File: src/rtl/axi4l_pkg.sv
// Shared state encoding, response codes and default widths for the AXI4-Lite master arbiter.
package axi4l_pkg;

    localparam int unsigned DEF_NUM_REQ        = 2;
    localparam int unsigned DEF_ADDR_W         = 32;
    localparam int unsigned DEF_DATA_W         = 32;
    localparam int unsigned DEF_TIMEOUT_CYCLES = 256;

    localparam logic [1:0] RESP_OKAY   = 2'b00;
    localparam logic [1:0] RESP_SLVERR = 2'b10;

    typedef enum logic [2:0] {
        IDLE,
        WR_AW_W,
        WR_B,
        RD_AR,
        RD_R,
        DONE
    } arb_state_t;

endpackage

File: src/rtl/axi4l_master_arbiter_rr_arbiter.sv
// Combinational round-robin pick: first asserted request at or after ptr, wrapping modulo NUM_REQ.
module rr_arbiter #(
    parameter int unsigned NUM_REQ = 2,
    localparam int unsigned IDX_W  = $clog2(NUM_REQ)
) (
    input  logic [NUM_REQ-1:0] req,
    input  logic [IDX_W-1:0]   ptr,
    output logic [NUM_REQ-1:0] grant_c,
    output logic [IDX_W-1:0]   grant_idx_c,
    output logic               any_c
);

    int unsigned idx;
    logic        found;

    always_comb begin
        grant_c     = '0;
        grant_idx_c = '0;
        found       = 1'b0;
        idx         = 0;
        for (int unsigned i = 0; i < NUM_REQ; i++) begin
            idx = (32'(ptr) + i) % NUM_REQ;
            if (!found && req[idx[IDX_W-1:0]]) begin
                found                    = 1'b1;
                grant_c[idx[IDX_W-1:0]]  = 1'b1;
                grant_idx_c              = idx[IDX_W-1:0];
            end
        end
    end

    assign any_c = |req;

endmodule

File: src/rtl/axi4l_master_arbiter.sv
// Round-robin sharing of one AXI4-Lite master port among NUM_REQ single-beat requesters.
// Optional watchdog: define AXI4L_ARB_TIMEOUT_EN to abort stalled transactions with SLVERR.
module axi4l_master_arbiter
    import axi4l_pkg::*;
#(
    parameter int unsigned NUM_REQ        = DEF_NUM_REQ,
    parameter int unsigned ADDR_W         = DEF_ADDR_W,
    parameter int unsigned DATA_W         = DEF_DATA_W,
    parameter int unsigned TIMEOUT_CYCLES = DEF_TIMEOUT_CYCLES
) (
    input  logic                          ACLK,
    input  logic                          ARESETN,
    input  logic [NUM_REQ-1:0]            req_valid,
    output logic [NUM_REQ-1:0]            req_ready,
    input  logic [NUM_REQ-1:0]            req_write,
    input  logic [NUM_REQ*ADDR_W-1:0]     req_addr,
    input  logic [NUM_REQ*DATA_W-1:0]     req_wdata,
    input  logic [NUM_REQ*(DATA_W/8)-1:0] req_wstrb,
    output logic [NUM_REQ-1:0]            rsp_valid,
    output logic [DATA_W-1:0]             rsp_rdata,
    output logic [1:0]                    rsp_resp,
    output logic                          AWVALID,
    input  logic                          AWREADY,
    output logic [ADDR_W-1:0]             AWADDR,
    output logic                          WVALID,
    input  logic                          WREADY,
    output logic [DATA_W-1:0]             WDATA,
    output logic [DATA_W/8-1:0]           WSTRB,
    input  logic                          BVALID,
    output logic                          BREADY,
    input  logic [1:0]                    BRESP,
    output logic                          ARVALID,
    input  logic                          ARREADY,
    output logic [ADDR_W-1:0]             ARADDR,
    input  logic                          RVALID,
    output logic                          RREADY,
    input  logic [DATA_W-1:0]             RDATA,
    input  logic [1:0]                    RRESP
);

    localparam int unsigned STRB_W = DATA_W / 8;
    localparam int unsigned IDX_W  = $clog2(NUM_REQ);

    if (NUM_REQ < 2 || NUM_REQ > 8 || (DATA_W % 8) != 0 || TIMEOUT_CYCLES < 2) begin : g_param_check
        $error("axi4l_master_arbiter: unsupported parameter set");
    end

    arb_state_t           state_q, state_d;
    logic [IDX_W-1:0]     ptr_q, ptr_d;
    logic [NUM_REQ-1:0]   owner_q, owner_d;
    logic [ADDR_W-1:0]    addr_q, addr_d;
    logic [DATA_W-1:0]    wdata_q, wdata_d;
    logic [STRB_W-1:0]    wstrb_q, wstrb_d;
    logic [NUM_REQ-1:0]   req_ready_q, req_ready_d;
    logic [NUM_REQ-1:0]   rsp_valid_q, rsp_valid_d;
    logic [DATA_W-1:0]    rsp_rdata_q, rsp_rdata_d;
    logic [1:0]           rsp_resp_q, rsp_resp_d;
    logic                 awvalid_q, awvalid_d;
    logic                 wvalid_q, wvalid_d;
    logic                 bready_q, bready_d;
    logic                 arvalid_q, arvalid_d;
    logic                 rready_q, rready_d;

    logic [NUM_REQ-1:0]   gnt_c;
    logic [IDX_W-1:0]     gnt_idx_c;
    logic                 gnt_any_c;

`ifdef AXI4L_ARB_TIMEOUT_EN
    localparam int unsigned TMR_W = $clog2(TIMEOUT_CYCLES);
    logic [TMR_W-1:0]     timer_q, timer_d;
`endif

    rr_arbiter #(
        .NUM_REQ (NUM_REQ)
    ) u_rr_arbiter (
        .req         (req_valid),
        .ptr         (ptr_q),
        .grant_c     (gnt_c),
        .grant_idx_c (gnt_idx_c),
        .any_c       (gnt_any_c)
    );

    // Next-state and next-output decode; every output is taken from a register.
    always_comb begin
        state_d     = state_q;
        ptr_d       = ptr_q;
        owner_d     = owner_q;
        addr_d      = addr_q;
        wdata_d     = wdata_q;
        wstrb_d     = wstrb_q;
        req_ready_d = '0;
        rsp_valid_d = '0;
        rsp_rdata_d = rsp_rdata_q;
        rsp_resp_d  = rsp_resp_q;
        awvalid_d   = awvalid_q;
        wvalid_d    = wvalid_q;
        bready_d    = bready_q;
        arvalid_d   = arvalid_q;
        rready_d    = rready_q;
`ifdef AXI4L_ARB_TIMEOUT_EN
        timer_d     = '0;
`endif

        case (state_q)
            IDLE: begin
                if (gnt_any_c) begin
                    req_ready_d = gnt_c;
                    owner_d     = gnt_c;
                    addr_d      = req_addr[ADDR_W*32'(gnt_idx_c) +: ADDR_W];
                    wdata_d     = req_wdata[DATA_W*32'(gnt_idx_c) +: DATA_W];
                    wstrb_d     = req_wstrb[STRB_W*32'(gnt_idx_c) +: STRB_W];
                    ptr_d       = (32'(gnt_idx_c) == NUM_REQ - 1) ? '0 : gnt_idx_c + IDX_W'(1);
                    if (req_write[gnt_idx_c]) begin
                        awvalid_d = 1'b1;
                        wvalid_d  = 1'b1;
                        state_d   = WR_AW_W;
                    end else begin
                        arvalid_d = 1'b1;
                        state_d   = RD_AR;
                    end
                end
            end
            WR_AW_W: begin
                // AW and W complete independently; leave only when both have handshaken.
                if (AWREADY) awvalid_d = 1'b0;
                if (WREADY)  wvalid_d  = 1'b0;
                if (!awvalid_d && !wvalid_d) begin
                    bready_d = 1'b1;
                    state_d  = WR_B;
                end
            end
            WR_B: begin
                if (BVALID) begin
                    bready_d    = 1'b0;
                    rsp_valid_d = owner_q;
                    rsp_rdata_d = '0;
                    rsp_resp_d  = BRESP;
                    state_d     = DONE;
                end
            end
            RD_AR: begin
                if (ARREADY) begin
                    arvalid_d = 1'b0;
                    rready_d  = 1'b1;
                    state_d   = RD_R;
                end
            end
            RD_R: begin
                if (RVALID) begin
                    rready_d    = 1'b0;
                    rsp_valid_d = owner_q;
                    rsp_rdata_d = RDATA;
                    rsp_resp_d  = RRESP;
                    state_d     = DONE;
                end
            end
            DONE: begin
                state_d = IDLE;
            end
            default: begin
                state_d = IDLE;
            end
        endcase

`ifdef AXI4L_ARB_TIMEOUT_EN
        // Watchdog: a real handshake this cycle wins over an expiring count.
        if ((state_q inside {WR_AW_W, WR_B, RD_AR, RD_R}) && (state_d == state_q)) begin
            if (32'(timer_q) == TIMEOUT_CYCLES - 1) begin
                state_d     = DONE;
                awvalid_d   = 1'b0;
                wvalid_d    = 1'b0;
                bready_d    = 1'b0;
                arvalid_d   = 1'b0;
                rready_d    = 1'b0;
                rsp_valid_d = owner_q;
                rsp_rdata_d = '0;
                rsp_resp_d  = RESP_SLVERR;
            end else begin
                timer_d = timer_q + TMR_W'(1);
            end
        end
`endif
    end

    always_ff @(posedge ACLK or negedge ARESETN) begin
        if (!ARESETN) begin
            state_q     <= IDLE;
            ptr_q       <= '0;
            owner_q     <= '0;
            addr_q      <= '0;
            wdata_q     <= '0;
            wstrb_q     <= '0;
            req_ready_q <= '0;
            rsp_valid_q <= '0;
            rsp_rdata_q <= '0;
            rsp_resp_q  <= RESP_OKAY;
            awvalid_q   <= 1'b0;
            wvalid_q    <= 1'b0;
            bready_q    <= 1'b0;
            arvalid_q   <= 1'b0;
            rready_q    <= 1'b0;
        end else begin
            state_q     <= state_d;
            ptr_q       <= ptr_d;
            owner_q     <= owner_d;
            addr_q      <= addr_d;
            wdata_q     <= wdata_d;
            wstrb_q     <= wstrb_d;
            req_ready_q <= req_ready_d;
            rsp_valid_q <= rsp_valid_d;
            rsp_rdata_q <= rsp_rdata_d;
            rsp_resp_q  <= rsp_resp_d;
            awvalid_q   <= awvalid_d;
            wvalid_q    <= wvalid_d;
            bready_q    <= bready_d;
            arvalid_q   <= arvalid_d;
            rready_q    <= rready_d;
        end
    end

`ifdef AXI4L_ARB_TIMEOUT_EN
    always_ff @(posedge ACLK or negedge ARESETN) begin
        if (!ARESETN) begin
            timer_q <= '0;
        end else begin
            timer_q <= timer_d;
        end
    end
`endif

    // The latched address feeds both address channels; only the matching VALID qualifies it.
    assign req_ready = req_ready_q;
    assign rsp_valid = rsp_valid_q;
    assign rsp_rdata = rsp_rdata_q;
    assign rsp_resp  = rsp_resp_q;
    assign AWVALID   = awvalid_q;
    assign AWADDR    = addr_q;
    assign WVALID    = wvalid_q;
    assign WDATA     = wdata_q;
    assign WSTRB     = wstrb_q;
    assign BREADY    = bready_q;
    assign ARVALID   = arvalid_q;
    assign ARADDR    = addr_q;
    assign RREADY    = rready_q;

endmodule

File: config.mk
export PLATFORM = sky130hd
export DESIGN_NAME = axi4l_master_arbiter
export DESIGN_NICKNAME = d
export VERILOG_FILES = /design/src/rtl/axi4l_pkg.sv /design/src/rtl/axi4l_master_arbiter_rr_arbiter.sv /design/src/rtl/axi4l_master_arbiter.sv
export SDC_FILE = /design/constraint.sdc
export NUM_CORES = 1
export LEC_CHECK = 0
export ABC_AREA = 1
export CAP_MARGIN = 20
export CORE_AREA = 2 2 126 128
export CTS_CLUSTER_DIAMETER = 80
export DETAILED_ROUTE_END_ITERATION = 10
export DIE_AREA = 0 0 128 130
export PLACE_DENSITY = 0.81
export RECOVER_POWER = 100
export SLEW_MARGIN = 15
export SYNTH_ARGS = -nofsm -noshare
export SYNTH_HDL_FRONTEND = slang
export SYNTH_SLANG_ARGS = --single-unit
File: constraint.sdc
create_clock -name ACLK -period 3.7 [get_ports ACLK]
set_input_delay 0.925 -clock ACLK [delete_from_list [all_inputs] [get_ports ACLK]]
set_output_delay 0.925 -clock ACLK [all_outputs]
set_load 0.1 [all_outputs]
==> reports/qor.yml, run 1 <==
slew_headroom: 0.00769
rr_endpoint: "rsp_rdata[22]"
antenna_found_initial: 0
grt_pass1_vias: 5278
row_count: 46
synth_most_common_cell: "nand2_1"
worstSetupStartpointType: "register"
die-area_um2: 16600
drv_cap: 1
coreArea_um2: 15400
clockRootBuffer: "clkbuf_16"
grt_max_degree: 71
syn-num-nets: 830
post-dp-hpwl_um: 12700
hold_start: "rsp_rdata[8]"
postPlaceCellArea_um2: 8450
io_pins: 326
drc: 0
critPathKind: "register to output pin"
endpoint_kind: "output pin"
synthDistinctLibCells: 25
die_y_um: 130
grt_overflow: 0
seqCellArea_um2: 2930
worstPathMaxFanout: 3
synth_edf_count: 0
critPathBufInv: 1
drt_first_pass_iters: 4
synth_top_area_share: 0.550
syn_to_final_growth_pct: 68.4
clk_pin_slew_ns: 0.06
worstHoldEndpoint: "rsp_rdata[8]"
htree_levels: 4
ff2ff_setup_slack_ns: 1.38
required_ns: 2.77
max_freq_mhz: 337
io_buffers: 325
holdPathStages: 2
wl_per_cell_um: 15.5
drt_iter0_drc: 235
worstMarginPinSlew_ns: 1.49
tns_ns: 0
hold_class: "register to register"
final_max_slew_viol_count: 0
critical_path_arrival_ns: 2.04
ys.warnings.count: 0
clkLatencyLatePin_ns: 0.42
synthCells: 647
ff2ff_path_depth: 8
ctsResizeCount: 0
post_cts_buffers: 0
synthTopCellsByArea: "dfrtp_1, nand2_1, nand3_1"
ys_ff_latch: 117
failed_checks: "max-capacitance violations"
r2r-start: "state_q[1]"
die_w_um: 128
ys.flop_type: "dfrtp_1"
grt_pass1_wl_um: 27500
setup_viol_count_final: 0
cts_buffer_depth: 2
hold_violations: 0
multi_input_area_um2: 1900
yosysTopAreaCell: "dfrtp_1"
netlist_area_um2: 5320
path_cells: "dlygate4sd3_1"
critPathMaxStageDelay_ns: 1.24
grt_usage: 0.214
globalplace.congestion: 0.848
crit_slowest_cell: "dlygate4sd3_1"
antenna_left: 0
skew_ns: 0.00636
vias: 5473
critical_path_depth: 1
period_minus_slack_ns: 2.97
async_reset_ff_frac: 1.00
n_antenna_cell: 0
fin_nets: 1120
hold_buffers: 0
wl_um: 17600
cp_top_family: "buffers and inverters"
drive_above_1_share: 0.0516
post-route-period-util: 0.802
cts_sinks: 117
status: "complete, but fails checks"
netlist_top_cells_count: "nand2_1, dfrtp_1, nand3_1"
design_area_um2: 8960
cts-buffers-inserted: 17
cts_tree: "built"
via_per_inst: 4.80
rsz0062_at_grt: "no"
nFillCells: 1386
start_util: 0.345
synth-seq-area-share: 0.550
syn_avg_cell_area_um2: 8.22
==> cell type report <==
type | count | area share
timing repair buffer | 334 | 0.355
clock buffer | 23 | 0.0567
tap | 192 | 0.0268
clock inverter | 8 | 0.0134
sequential | 117 | 0.327
multi-input combinational | 445 | 0.212
inverter | 22 | 0.00950
==> per-stage QoR <==
stage | hold WS, ns | utilization | instances | setup WS (ns)
global route | 0.492 | 0.581 | 1141 | 0.445
global placement | 0.460 | 0.548 | 1110 | 0.839
floorplan | 0.449 | - | 647 | 1.44
CTS | 0.378 | 0.588 | 1141 | 0.756
detailed placement | 0.464 | 0.548 | 1110 | 0.739
finish | 0.471 | 0.581 | 1141 | 0.731
==> cells by family (layout without fill, tap and decap cells) <==
family,after synthesis,in the layout,synth area share
flip-flops,117,117,0.550
AO/OA/AOI/OAI,14,14,0.0167
buffers and inverters,85,387,0.0933
AND/OR/NAND/NOR,431,431,0.340
==> metal layers <==
layer  routed length (um)  up-vias  track usage  part of all wire
met2                 8680      219        0.353              0.49
li1                     -     2604            -                 -
met1                 7150     2611        0.262              0.41
met3                 1300       39       0.0640             0.074
met4                  507        0       0.0970             0.029
met5                    0        -            0                 0
==> cell usage in the layout (no fill, tap or decap) <==
cell type and instances:
clkdlybuf4s50_1 178, inv_2 1, nand3_1 110, nor3_1 1
o21ai_0 7, clkbuf_1 26, o211ai_1 2, clkbuf_16 17
clkinvlp_4 2, nor2_4 2, clkbuf_8 6, clkinv_1 1
clkbuf_2 2, dfrtp_1 117, nor2_8 1, o21bai_1 1
buf_4 4, dlygate4sd3_1 122, nand2_2 1, nand2_4 1
nor2_1 9, a21oi_1 3, inv_4 1, buf_12 2
nand4_1 2, inv_1 19, nand2_1 302, or2_2 2
bufinv_16 3, a21oi_4 1, clkinv_2 3
==> how the worst max path moves through the flow <==
stage                 startpoint          to  slack (ns)
finish                 ARADDR[7]   ARADDR[7]        0.73
global route             ARESETN    WDATA[6]        0.44
CTS                   ARADDR[12]  ARADDR[12]        0.76
detailed placement  req_valid[0]  ARADDR[27]        0.74
global placement    req_valid[0]   ARADDR[4]        0.84
floorplan              ARADDR[0]   AWADDR[0]        1.44
==> worst min-delay path, delay by kind of cell (launching register included) <==
| kind | cells | cell delay (ns) |
|---|---|---|
| and+or+nand+nor | 2 | 0.11 |
| DFF | 1 | 0.33 |
==> sequential cells by signal, indices dropped and copies added (netlist names) <==
register	flops
ARADDR	32
WDATA	32
rsp_rdata	32
WSTRB	4
state_q	3
owner_q	2
req_ready	2
rsp_resp	2
rsp_valid	2
ARVALID	1
AWVALID	1
BREADY	1
RREADY	1
WVALID	1
ptr_q	1
Power of run 1 is not shown: default switching activity piles up to over one toggle a cycle in this logic, so the estimate is an artifact.
==> run 2: changes to the inputs <==
CORE_AREA = default   (was 2 2 126 128)
CORE_ASPECT_RATIO = 2   (was default)
CORE_UTILIZATION = 34   (was default)
DIE_AREA = default   (was 0 0 128 130)
PLACE_DENSITY = 0.83   (was 0.81)
clock period = 2.5 ns   (was 3.7 ns; I/O delays follow)
==> reports/qor.yml, run 2 (synthesis results as in run 1) <==
post-route-period-util: 0.824
status: "completed"
critPathMaxStageDelay_ns: 0.60  # -0.64 ns
io_pins: 326  # unchanged
required_ns: 2.84  # +0.07 ns
antenna_found_initial: 0  # unchanged
vias: 5412  # -1.1%
grt_max_degree: 60  # -15%
drc: 0  # unchanged
critPathMostFrequentCell: "nand2_1"
drt_first_pass_iters: 4  # unchanged
clk_pin_slew_ns: 0.06  # about the same
top_usage_layer: "met2"
cts_tree: "built"
start_util: 0.348  # +0.00294
hold_buffers: 0  # unchanged
clockRootBuffer: "clkbuf_16"
tns_ns: 0  # unchanged
critical_path_arrival_ns: 2.40  # +0.36 ns
cts_buffer_depth: 2  # unchanged
setup_viol_count_final: 0  # unchanged
worstPathMaxFanout: 22  # +19
die_y_um: 179  # +38%
drive_above_1_share: 0.205  # +0.153
slew_headroom: 0.490  # +0.482
grt_pass1_vias: 5453  # +3.3%
cts-buffers-inserted: 17  # unchanged
worstMarginPinSlew_ns: 0.766  # -0.723 ns
syn_to_final_growth_pct: 58.8
wl_per_cell_um: 15.7  # +1.8%
die_w_um: 90.5  # -29%
clkLatencyLatePin_ns: 0.41  # about the same
globalplace.congestion: 0.881  # +3.9%
post_cts_buffers: 0  # unchanged
final_max_slew_viol_count: 0  # unchanged
met2_usage: 0.407  # +0.0546
drv_cap: 0  # -1
cts_sinks: 117  # unchanged
max_freq_mhz: 486
period_minus_slack_ns: 2.06
rsz0062_at_grt: "no"
critPathKind: "input port to register"
endpoint_kind: "register"
drt_iter0_drc: 179  # -24%
hold_violations: 0  # unchanged
worstSetupStartpointType: "input port"
skew_ns: 0.00660  # +0.000243 ns
hold_class: "input port to asynchronous set/reset pin"
fin_nets: 1121  # +0.089%
nFillCells: 1443  # +4.1%
grt_usage: 0.227  # +0.0126
die-area_um2: 16200  # -2.7%
layout_common_cells: "nand2_1, clkdlybuf4s50_1, clkbuf_2, dfrtp_1, nand3_1"
post-dp-hpwl_um: 13300  # +4.7%
use_met1: 0.246  # -0.0164
grt_overflow: 0  # unchanged
n_antenna_cell: 0  # unchanged
met3_usage: 0.0424  # -0.0216
ctsResizeCount: 0  # unchanged
via_per_inst: 4.71  # -1.8%
wl_um: 18100  # +2.5%
row_count: 64  # +39%
path_cells: "dlygate4sd3_1, nand2_1, a21oi_1, clkbuf_2, nand2_1, nand3_1"
antenna_left: 0  # unchanged
io_buffers: 325  # unchanged
placed_cells: 1117  # +0.63%
htree_levels: 4  # unchanged
coreArea_um2: 15300  # -0.84%
final_cell_count_no_fill: 1149  # +0.70%
grt_pass1_wl_um: 28300  # +2.8%
layout_commonest_cell: "nand2_1"
crit_slowest_cell: "dlygate4sd3_1"
[run 2: cell types whose count changed in the layout (fill, tap and decap cells not counted), moves of 2 or more]
cell / previous run / this run
inv_1: 19 / 17
dlygate4sd3_1: 122 / 1
inv_6: 0 / 2
buf_12: 2 / 5
clkdlybuf4s50_1: 178 / 180
inv_2: 1 / 3
clkinv_4: 0 / 5
clkbuf_2: 2 / 147
buf_4: 4 / 1
clkbuf_8: 6 / 0
bufinv_16: 3 / 5
clkbuf_1: 26 / 1
[run 2: layer usage]
metal | vias to the layer above | wire, um
met3 | 49 | 731
met1 | 2539 | 6570
met4 | 0 | 862
met2 | 226 | 9930
met5 | - | 0
li1 | 2598 | -
[run 2: critical path: cells and delay by family]
family | cells | cell delay [ns]
compound gates | 1 | 0.33
simple gates | 3 | 0.34
buf+inv | 2 | 1.08
[run 2: through the flow]
step | util | setup WS (ns) | cell area, um^2 | hold WS, ns
after floorplan | - | 0.535 | 5320 | 0.329
after global placement | 0.535 | 0.343 | 8190 | 0.463
after detailed placement | 0.535 | 0.308 | 8190 | 0.467
after CTS | 0.578 | 0.691 | 8840 | 0.0362
after global routing | 0.553 | 0.297 | 8450 | 0.289
final | 0.553 | 0.441 | 8450 | 0.263
[run 2: final cells by class]
type	instances	area, um^2	area share
repair buffers	335	2660	0.315
well taps	198	248	0.0293
flip-flops and latches	117	2930	0.346
inverters	22	85.1	0.0101
clock inverters	15	229	0.0271
multi-input cells	445	1880	0.222
clock buffers	17	425	0.0503
[run 2: final timing paths]
| kind | start | slack [ns] | depth (start not counted) | to |
|---|---|---|---|---|
| max | req_valid[1] | 0.44 | 6 | WDATA[8] |
| min reg2reg | rsp_rdata[11] | 0.48 | 2 | rsp_rdata[11] |
| max in group asynchronous | ARESETN | 1.44 | 2 | ARADDR[24] |
| min | ARESETN | 0.26 | 1 | WDATA[17] |
| max reg2reg | state_q[1] | 0.52 | 8 | rsp_rdata[21] |
| min in group ACLK | rsp_rdata[11] | 0.48 | 2 | rsp_rdata[11] |
Power of run 2 is left out for the same reason.
